<file path="config.mk">
export PLATFORM = sky130hd
export DESIGN_NAME = vip_dvp_tx
export DESIGN_NICKNAME = d
export VERILOG_FILES = /design/src/rtl/vip_dvp_tx.sv
export SDC_FILE = /design/constraint.sdc
export NUM_CORES = 1
export LEC_CHECK = 0
export ABC_AREA = 1
export CORE_UTILIZATION = 44
export DETAILED_ROUTE_END_ITERATION = 8
export GPL_ROUTABILITY_DRIVEN = 0
export PLACE_DENSITY = 0.75
export SETUP_SLACK_MARGIN = 0.2
export SYNTH_ARGS = -nofsm -noshare
export SYNTH_HDL_FRONTEND = slang
export SYNTH_SLANG_ARGS = --single-unit
</file>
<file path="constraint.sdc">
create_clock -name pclk -period 1.75 [get_ports pclk]
set_clock_uncertainty 0.15 [all_clocks]
set_input_delay 0.175 -clock pclk [delete_from_list [all_inputs] [get_ports pclk]]
set_output_delay 0.175 -clock pclk [all_outputs]
set_load 0.1 [all_outputs]
</file>
<file path="src/rtl/vip_dvp_tx.sv">
// DVP transmitter: generates href/hsync/vsync timing and streams valid/ready pixels through the active window.
// Optional build macro VIP_DVP_TX_PATTERN_EN adds pattern_en and an internal test-pattern source.
module vip_dvp_tx #(
    parameter int BITS    = 8,
    parameter int H_FRONT = 5,
    parameter int H_PULSE = 10,
    parameter int H_BACK  = 2,
    parameter int H_DISP  = 1920,
    parameter int V_FRONT = 6,
    parameter int V_PULSE = 20,
    parameter int V_BACK  = 3,
    parameter int V_DISP  = 1080,
    parameter int H_POL   = 0,
    parameter int V_POL   = 1
) (
    input  logic              pclk,
    input  logic              rst,
    input  logic              enable,
    input  logic              in_valid,
    output logic              in_ready,
    input  logic [3*BITS-1:0] in_data,
    output logic              out_href,
    output logic              out_hsync,
    output logic              out_vsync,
    output logic [BITS-1:0]   out_data_r,
    output logic [BITS-1:0]   out_data_g,
    output logic [BITS-1:0]   out_data_b,
    output logic              frame_start,
    output logic              underflow,
    input  logic              underflow_clr
`ifdef VIP_DVP_TX_PATTERN_EN
    ,
    input  logic              pattern_en
`endif
);

    localparam int H_TOTAL = H_PULSE + H_BACK + H_DISP + H_FRONT;
    localparam int V_TOTAL = V_PULSE + V_BACK + V_DISP + V_FRONT;

    localparam logic [11:0] H_LAST    = 12'(H_TOTAL - 1);
    localparam logic [11:0] V_LAST    = 12'(V_TOTAL - 1);
    localparam logic [11:0] H_SYNC_E  = 12'(H_PULSE);
    localparam logic [11:0] V_SYNC_E  = 12'(V_PULSE);
    localparam logic [11:0] H_ACT_B   = 12'(H_PULSE + H_BACK);
    localparam logic [11:0] V_ACT_B   = 12'(V_PULSE + V_BACK);
    localparam logic [11:0] H_ACT_E   = 12'(H_PULSE + H_BACK + H_DISP);
    localparam logic [11:0] V_ACT_E   = 12'(V_PULSE + V_BACK + V_DISP);
    localparam logic        HS_ACT    = 1'(H_POL);
    localparam logic        VS_ACT    = 1'(V_POL);

    typedef enum logic [1:0] {IDLE, RUN, STOP} state_t;

    state_t            state_q, state_d;
    logic [11:0]       h_q, h_d, v_q, v_d;
    logic              href_q, hsync_q, vsync_q, fs_q, uf_q;
    logic [3*BITS-1:0] data_q, data_d;
    logic              active_w, hsync_w, vsync_w, fs_w, uf_d;
    logic              frame_end_w, pat_w;

`ifdef VIP_DVP_TX_PATTERN_EN
    logic pat_q, pat_d;

    function automatic logic [3*BITS-1:0] pattern_px(input logic [11:0] h, input logic [11:0] v);
        logic [11:0] px, ln;
        px = h - H_ACT_B;
        ln = v - V_ACT_B;
        return {px[BITS-1:0], ln[BITS-1:0], px[BITS-1:0] ^ ln[BITS-1:0]};
    endfunction
`endif

    assign frame_end_w = (h_q == H_LAST) && (v_q == V_LAST);

    // State and counter register
    always_ff @(posedge pclk) begin
        if (rst) begin
            state_q <= IDLE;
            h_q     <= '0;
            v_q     <= '0;
        end else begin
            state_q <= state_d;
            h_q     <= h_d;
            v_q     <= v_d;
        end
    end

    // Next state; STOP lets the current frame finish before going idle
    always_comb begin
        state_d = state_q;
        h_d     = h_q;
        v_d     = v_q;
        unique case (state_q)
            IDLE:    if (enable) state_d = RUN;
            RUN:     if (!enable) state_d = STOP;
            STOP:    if (enable) state_d = RUN;
                     else if (frame_end_w) state_d = IDLE;
            default: state_d = IDLE;
        endcase
        if (state_q == IDLE) begin
            h_d = '0;
            v_d = '0;
        end else if (h_q == H_LAST) begin
            h_d = '0;
            v_d = (v_q == V_LAST) ? 12'd0 : v_q + 12'd1;
        end else begin
            h_d = h_q + 12'd1;
        end
    end

`ifdef VIP_DVP_TX_PATTERN_EN
    assign pat_w = pat_q;
`else
    assign pat_w = 1'b0;
`endif

    // Output decode from current state and counters
    always_comb begin
        active_w = (state_q != IDLE) && (h_q >= H_ACT_B) && (h_q < H_ACT_E)
                   && (v_q >= V_ACT_B) && (v_q < V_ACT_E);
        hsync_w  = ((state_q != IDLE) && (h_q < H_SYNC_E)) ? HS_ACT : ~HS_ACT;
        vsync_w  = ((state_q != IDLE) && (v_q < V_SYNC_E)) ? VS_ACT : ~VS_ACT;
        fs_w     = (state_q != IDLE) && (h_q == 12'd0) && (v_q == 12'd0);
        in_ready = active_w && !pat_w;
        uf_d     = uf_q;
        if (underflow_clr)
            uf_d = 1'b0;
        else if (in_ready && !in_valid)
            uf_d = 1'b1;
        data_d = '0;
        if (active_w) begin
`ifdef VIP_DVP_TX_PATTERN_EN
            if (pat_q)
                data_d = pattern_px(h_q, v_q);
            else if (in_valid)
                data_d = in_data;
`else
            if (in_valid)
                data_d = in_data;
`endif
        end
    end

`ifdef VIP_DVP_TX_PATTERN_EN
    // Pattern selection only changes on a frame boundary
    always_comb begin
        pat_d = pat_q;
        if (fs_w)
            pat_d = pattern_en;
    end

    always_ff @(posedge pclk) begin
        if (rst) pat_q <= 1'b0;
        else     pat_q <= pat_d;
    end
`endif

    // Registered outputs, one cycle behind the counters
    always_ff @(posedge pclk) begin
        if (rst) begin
            href_q  <= 1'b0;
            hsync_q <= ~HS_ACT;
            vsync_q <= ~VS_ACT;
            fs_q    <= 1'b0;
            uf_q    <= 1'b0;
            data_q  <= '0;
        end else begin
            href_q  <= active_w;
            hsync_q <= hsync_w;
            vsync_q <= vsync_w;
            fs_q    <= fs_w;
            uf_q    <= uf_d;
            data_q  <= data_d;
        end
    end

    assign out_href    = href_q;
    assign out_hsync   = hsync_q;
    assign out_vsync   = vsync_q;
    assign frame_start = fs_q;
    assign underflow   = uf_q;
    assign out_data_r  = data_q[3*BITS-1:2*BITS];
    assign out_data_g  = data_q[2*BITS-1:BITS];
    assign out_data_b  = data_q[BITS-1:0];

endmodule

</file>
; Word-level counts from Yosys, hierarchy flattened
; Index checks and enable logic that the tools add are counted.
[classes]
eq_ne = 7
n_addsub = 2
muxes = 8
n_reduce_logical = 20
bitwise = 2
magnitude_cmp = 6
[op_table]
columns = cell, count
row1 = $add A12 B1 Y12 const B, 2
row2 = $eq A12 B11 Y1 const B, 2
row3 = $logic_not A12 Y1, 2
row4 = $lt A12 B11 Y1 const B, 2
row5 = $ge A12 B4 Y1 const B, 1
row6 = $ge A12 B5 Y1 const B, 1
row7 = $lt A12 B4 Y1 const B, 1
row8 = $lt A12 B5 Y1 const B, 1
row9 = $mux W12, 1
row10 = $logic_and A1 B1 Y1, 10
row11 = $mux W2, 4
row12 = $pmux W2 S3, 1
row13 = $reduce_or A3 Y1, 2
row14 = $ne A2 B2 Y1 const B, 2
row15 = $reduce_or A2 Y1, 2
row16 = $ne A3 B3 Y1 const B, 1
row17 = $reduce_and A3 Y1, 1
row18 = $eq A2 B1 Y1 const B, 1
row19 = $eq A2 B2 Y1 const B, 1
row20 = $logic_not A2 Y1, 1
row21 = $mux W1, 2
row22 = $not A1 Y1, 2
row23 = $reduce_bool A2 Y1, 1
row24 = $logic_not A1 Y1, 1
[word_totals]
output_inout_bits = 30
regBits = 55
elab_cells = 54

; Depth between registers and ports, before layout
[depth]
depth_word = 7
ltp_mapped = 10

; Worst setup path before layout
; Ideal clock, no wire load.
[synth_path]
path_kind = reg-to-output
startpoint = register v_q[0]
endpoint = output in_ready
slack_ns = -0.275
arrival_time_ns = 1.700
stages_incl_launch_ff = 10
n_path_buf = 0
path_cell_list = dfxtp_1 > ha_1 > nand2_1 > nand2_1 > nand3_1 > nand2_1 > nand2_1 > nor2_4 > nand2_1 > inv_1
[synth_via]
elab_chain_cells = 3
[synth_rtl]
columns = element, line
row1 = from (decl), 54  ; logic [11:0] h_q, h_d, v_q, v_d;
row2 = from (signal assigned), 82  ; v_q <= v_d;
row3 = $ge A12 B5 Y1, 118  ; && (v_q >= V_ACT_B) && (v_q < V_ACT_E);
row4 = $logic_and A1 B1 Y1, 118
row5 = $logic_and A1 B1 Y1 (*), 118
row6 = to (decl), 20  ; output logic in_ready,
; Every way passes the cells marked *; elsewhere a longest branch is shown, timed or not.

; Final worst setup path
[layout_path]
startpoint = register h_q[8]
endpoint = output in_ready
[layout_via]
elab_chain_cells = 5
[layout_rtl]
columns = element, line
row1 = from (decl), 54
row2 = from (signal assigned), 77  ; h_q <= '0;
row3 = from (signal assigned), 81  ; h_q <= h_d;
row4 = $ge A12 B4 Y1, 117  ; active_w = (state_q != IDLE) && (h_q >= H_ACT_B) && (h_q < H_ACT_E)
row5 = $logic_and A1 B1 Y1, 117
row6 = $logic_and A1 B1 Y1 (*), 117
row7 = $logic_and A1 B1 Y1 (*) (2 in a row), 118
; Marks and branches as above.

==> results.sh <==
export IMPL_run_status="finished with violations"
export IMPL_violations="setup timing"
export IMPL_synth_flop_cell="sky130_fd_sc_hd__dfxtp_1"
export IMPL_placedCellCount=473
export IMPL_synth_xor_area_share=0.0217
export IMPL_fin_cells=514
export IMPL_power_per_standard_cell_area_nw_per_um2=535
export IMPL_floorplan_initialDensity=0.466
export IMPL_num_nets_final=476
export IMPL_detail_route_wirelength_um=9140
export IMPL_finalHoldViolCount=0
export IMPL_post_synth_and_or_nand_nor_area_fraction=0.328
export IMPL_drt_drc_violations_left=0
export IMPL_synthAdderAreaFrac=0.0206
export IMPL_startpoint_type="flip-flop"
export IMPL_postLayoutSetupSlackWorst_ps=-352
export IMPL_grt_ovfl_total=0
export IMPL_synth_cells=331
export IMPL_crit_chain="inv_1 -> nand3_1 -> nor3_2 -> nor2_1 -> buf_4 -> nand2_4 -> clkinvlp_4 -> buf_12"
export IMPL_ys_async_sr_fraction=0
export IMPL_number_of_cts_inserted_buffers=5
export IMPL_num_antenna_cells=0
export IMPL_slowest_stage="sky130_fd_sc_hd__dfxtp_1"
export IMPL_vias=2795
export IMPL_setup_viol=35
export IMPL_grt_antenna_before_repair=0
export IMPL_slew_violations=0
export IMPL_synth_top_family_by_area="simple AND/OR/NAND/NOR gates"
export IMPL_synth_enable_flop_cells=0
export IMPL_synth_warnings=0
export IMPL_ctsHtreeMaxLevel=2
export IMPL_cts_hold_repair_buffers=0
export IMPL_netlist_top_cells_area="sky130_fd_sc_hd__dfxtp_1 (45%), sky130_fd_sc_hd__inv_1 (10%), sky130_fd_sc_hd__nand2_1 (9.1%)"
export IMPL_detail_route_iter0_violations=236
export IMPL_dr_pass1_iters=5
export IMPL_fin_crit_sh=1.20
export IMPL_utilization=0.838
export IMPL_period_needed_ps=2100
export IMPL_fmax_ghz=0.476
export IMPL_synth_fp_nets=364
export IMPL_worst_margin_pin_slew_ps=357
export IMPL_floorplan_core_area_sq_um=5200
export IMPL_clk_path_buf_depth=2
export IMPL_rsz0062_at_grt="true"
export IMPL_synthDominantAreaCellType="sky130_fd_sc_hd__dfxtp_1"
export IMPL_worst_voltage_drop_across_the_vdd_grid_mv=0.671
export IMPL_post_route_cells_drive_above_1_share=0.414
export IMPL_detail_route_antenna_nets=0
export IMPL_filler_cells_inserted=253
export IMPL_cts_root_buf="sky130_fd_sc_hd__clkbuf_8"
export IMPL_top_level_ports=59
export IMPL_drv_max_cap_violation_count=0
export IMPL_critPathTopFamily="simple AND/OR/NAND/NOR gates"
export IMPL_maximum_number_of_pins_on_one_net_before_global_route_repair=18
export IMPL_vias_per_cell=5.44
export IMPL_drt_wirelength_per_cell_um=17.8
export IMPL_clock_sink_count=55
export IMPL_ys_seq_elements=55
export IMPL_hold_start="in_data[5]"
export IMPL_cp_num_buf_inv=4
export IMPL_hold_path_end="data_q[5]$_SDFF_PP0_"
export IMPL_synth_lib_cells_used_distinct=24
export IMPL_grt_util_all_layers=0.293
export IMPL_global_route_usage_met2=0.544
export IMPL_global_route_usage_met3=0.0707
export IMPL_die_width_um=76.2
export IMPL_synthesis_area_per_instance_sq_um=7.33
export IMPL_setup_reg_to_reg_worst_slack_ps=-270
export IMPL_clk_pin_slew_worst_paths_ps=100
export IMPL_seq_total_area_yosys=0.454
export IMPL_critPathArrivalTime_ps=1780
export IMPL_wire_length_of_the_first_global_routing_pass_um=13300
export IMPL_cts_tree="done"
export IMPL_number_of_global_route_vias_before_repair=2841
export IMPL_post_synth_most_frequent_cells="sky130_fd_sc_hd__inv_1 (66), sky130_fd_sc_hd__nand2_1 (59), sky130_fd_sc_hd__dfxtp_1 (55), sky130_fd_sc_hd__nor2_1 (39), sky130_fd_sc_hd__nor2_2 (23)"
export IMPL_die_area_sq_um=5810
export IMPL_fp_row_count=26
export IMPL_gr_peak_layer="met2"
export IMPL_detailedPlacementHpwl_um=4350
export IMPL_rr_endpoint="data_q[20]$_SDFF_PP0_"
export IMPL_timing_hold_worst_path_depth=3
export IMPL_mappedNetlistArea_sq_um=2420
export IMPL_synth_top_area_share=0.454
export IMPL_critPathCaptureType="primary output"
export IMPL_crit_path_max_incr_delay_ps=370
export IMPL_timing_critical_path_required_ps=1420
export IMPL_clk_insertion_delay_late_ps=330
export IMPL_multiplexer_area_fraction_after_synthesis=0
export IMPL_timing_setup_critical_path_class="reg2out"
export IMPL_die_y_um=76.2
export IMPL_area_growth_syn_to_layout_pct=79.8
export IMPL_critPathMaxFanout=5
export IMPL_io_buffer_count=58
export IMPL_synth_compound_area_share=0.0588
export IMPL_critical_path_depth=8
export IMPL_grt_met1_usage=0.289
export IMPL_timing_max_slew_rel_slack=0.761
export IMPL_hold_path_class="in2reg"
export IMPL_post_synth_top_count_cell="sky130_fd_sc_hd__inv_1"
export IMPL_static_leakage_power_nw=1.88
export IMPL_critical_path_reg2reg_startpoint="v_q[0]$_SDFFE_PP0N_"
export IMPL_worst_r2r_path_depth=13
[power by group]
group          internal (mW)  switching [mW]  total (mW)  leakage [nW]
clock                  0.414           0.455       0.870        0.0600
combinational         0.0950           0.104       0.199          1.36
sequential              1.26         0.00785        1.26         0.450
total                   1.77           0.568        2.33          1.88
[layout make-up]
type                            count  area [sq um]  share of cell area
Timing Repair Buffer              108          1390               0.318
Multi-Input combinational cell    205          1380               0.317
Sequential cell                    55          1120               0.257
Inverter                           68           269              0.0617
Clock buffer                        7           108              0.0247
Tap cell                           70          87.6              0.0201
Clock inverter                      1          8.76             0.00201
[worst reg2reg max path, delay by kind of cell (launching register included)]
kind / cells / cell delay, ps
buf+inv: 4 / 520
fa+ha+maj: 1 / 140
flops: 1 / 380
simple gates: 8 / 750
[cells in the final DEF (no fill, tap or decap), drive strengths merged]
master | Yosys | layout
o2111ai | 1 | 1
clkinvlp | 0 | 1
o22ai | 1 | 1
clkdlybuf4s50 | 0 | 28
or2 | 2 | 2
nand4 | 8 | 8
nand3b | 1 | 1
buf | 3 | 80
o211a | 1 | 1
dfxtp | 55 | 55
nor2 | 64 | 64
nand2 | 59 | 59
nor3 | 13 | 13
inv | 68 | 68
nor4 | 1 | 1
o21ai | 8 | 8
nand3 | 21 | 21
a21oi | 14 | 14
clkbuf | 0 | 7
ha | 4 | 4
xor2 | 6 | 6
o211ai | 1 | 1
[metal layers]
layer | vias up | part of all wire
li1 | 1248 | -
met1 | 1312 | 0.35
met2 | 172 | 0.51
met3 | 63 | 0.075
met4 | 0 | 0.061
met5 | - | 0
[sequential cells by signal, indices dropped and copies added, names as in the netlist]
name         count
out_href         1
out_hsync        1
underflow        1
h_q             12
data_q          24
out_vsync        1
state_q          2
frame_start      1
v_q             12
[through the flow]
step / cell area, sq um / setup WS [ps] / hold WS, ps / setup TNS [ps] / power [mW]
finish: 4360 / -352 / 211 / -6950 / 2.33
global route: 4360 / -405 / 223 / -10720 / 2.41
CTS: 4130 / -194 / 216 / -3140 / 2.29
detailed placement: 3560 / -8.66 / 313 / -8.66 / 1.46
global placement: 3560 / 12.0 / 294 / 0 / 1.45
floorplan: 2460 / 35.2 / 96.6 / 0 / 1.36
[cell families (layout without fill, tap and decap cells)]
family | count (synthesis) | count (layout)
AOI/OAI and AO/OA | 26 | 26
buffers and inverters | 71 | 184
xor gates and xnor gates | 6 | 6
DFF | 55 | 55
adders and majority gates | 4 | 4
and+or+nand+nor | 169 | 169
[worst max path at each step]
stage	start	end	slack [ps]
2_1_floorplan	v_q[0]$_SDFFE_PP0N_	in_ready	40
3_3_place_gp	h_q[5]$_SDFF_PP0_	in_ready	10
3_5_place_dp	h_q[5]$_SDFF_PP0_	in_ready	-9
4_1_cts	h_q[4]$_SDFF_PP0_	in_ready	-190
5_1_grt	h_q[8]$_SDFF_PP0_	in_ready	-400
6_report	h_q[8]$_SDFF_PP0_	in_ready	-350
[timing repair]
action,in CTS,in global routing
gates resized for setup,59,55
gates cloned,2,0
endpoints found under the setup margin,40,53
pin swaps,21,17
buffers inserted,28,3
Note: power is estimated with default switching activity, not from simulation.
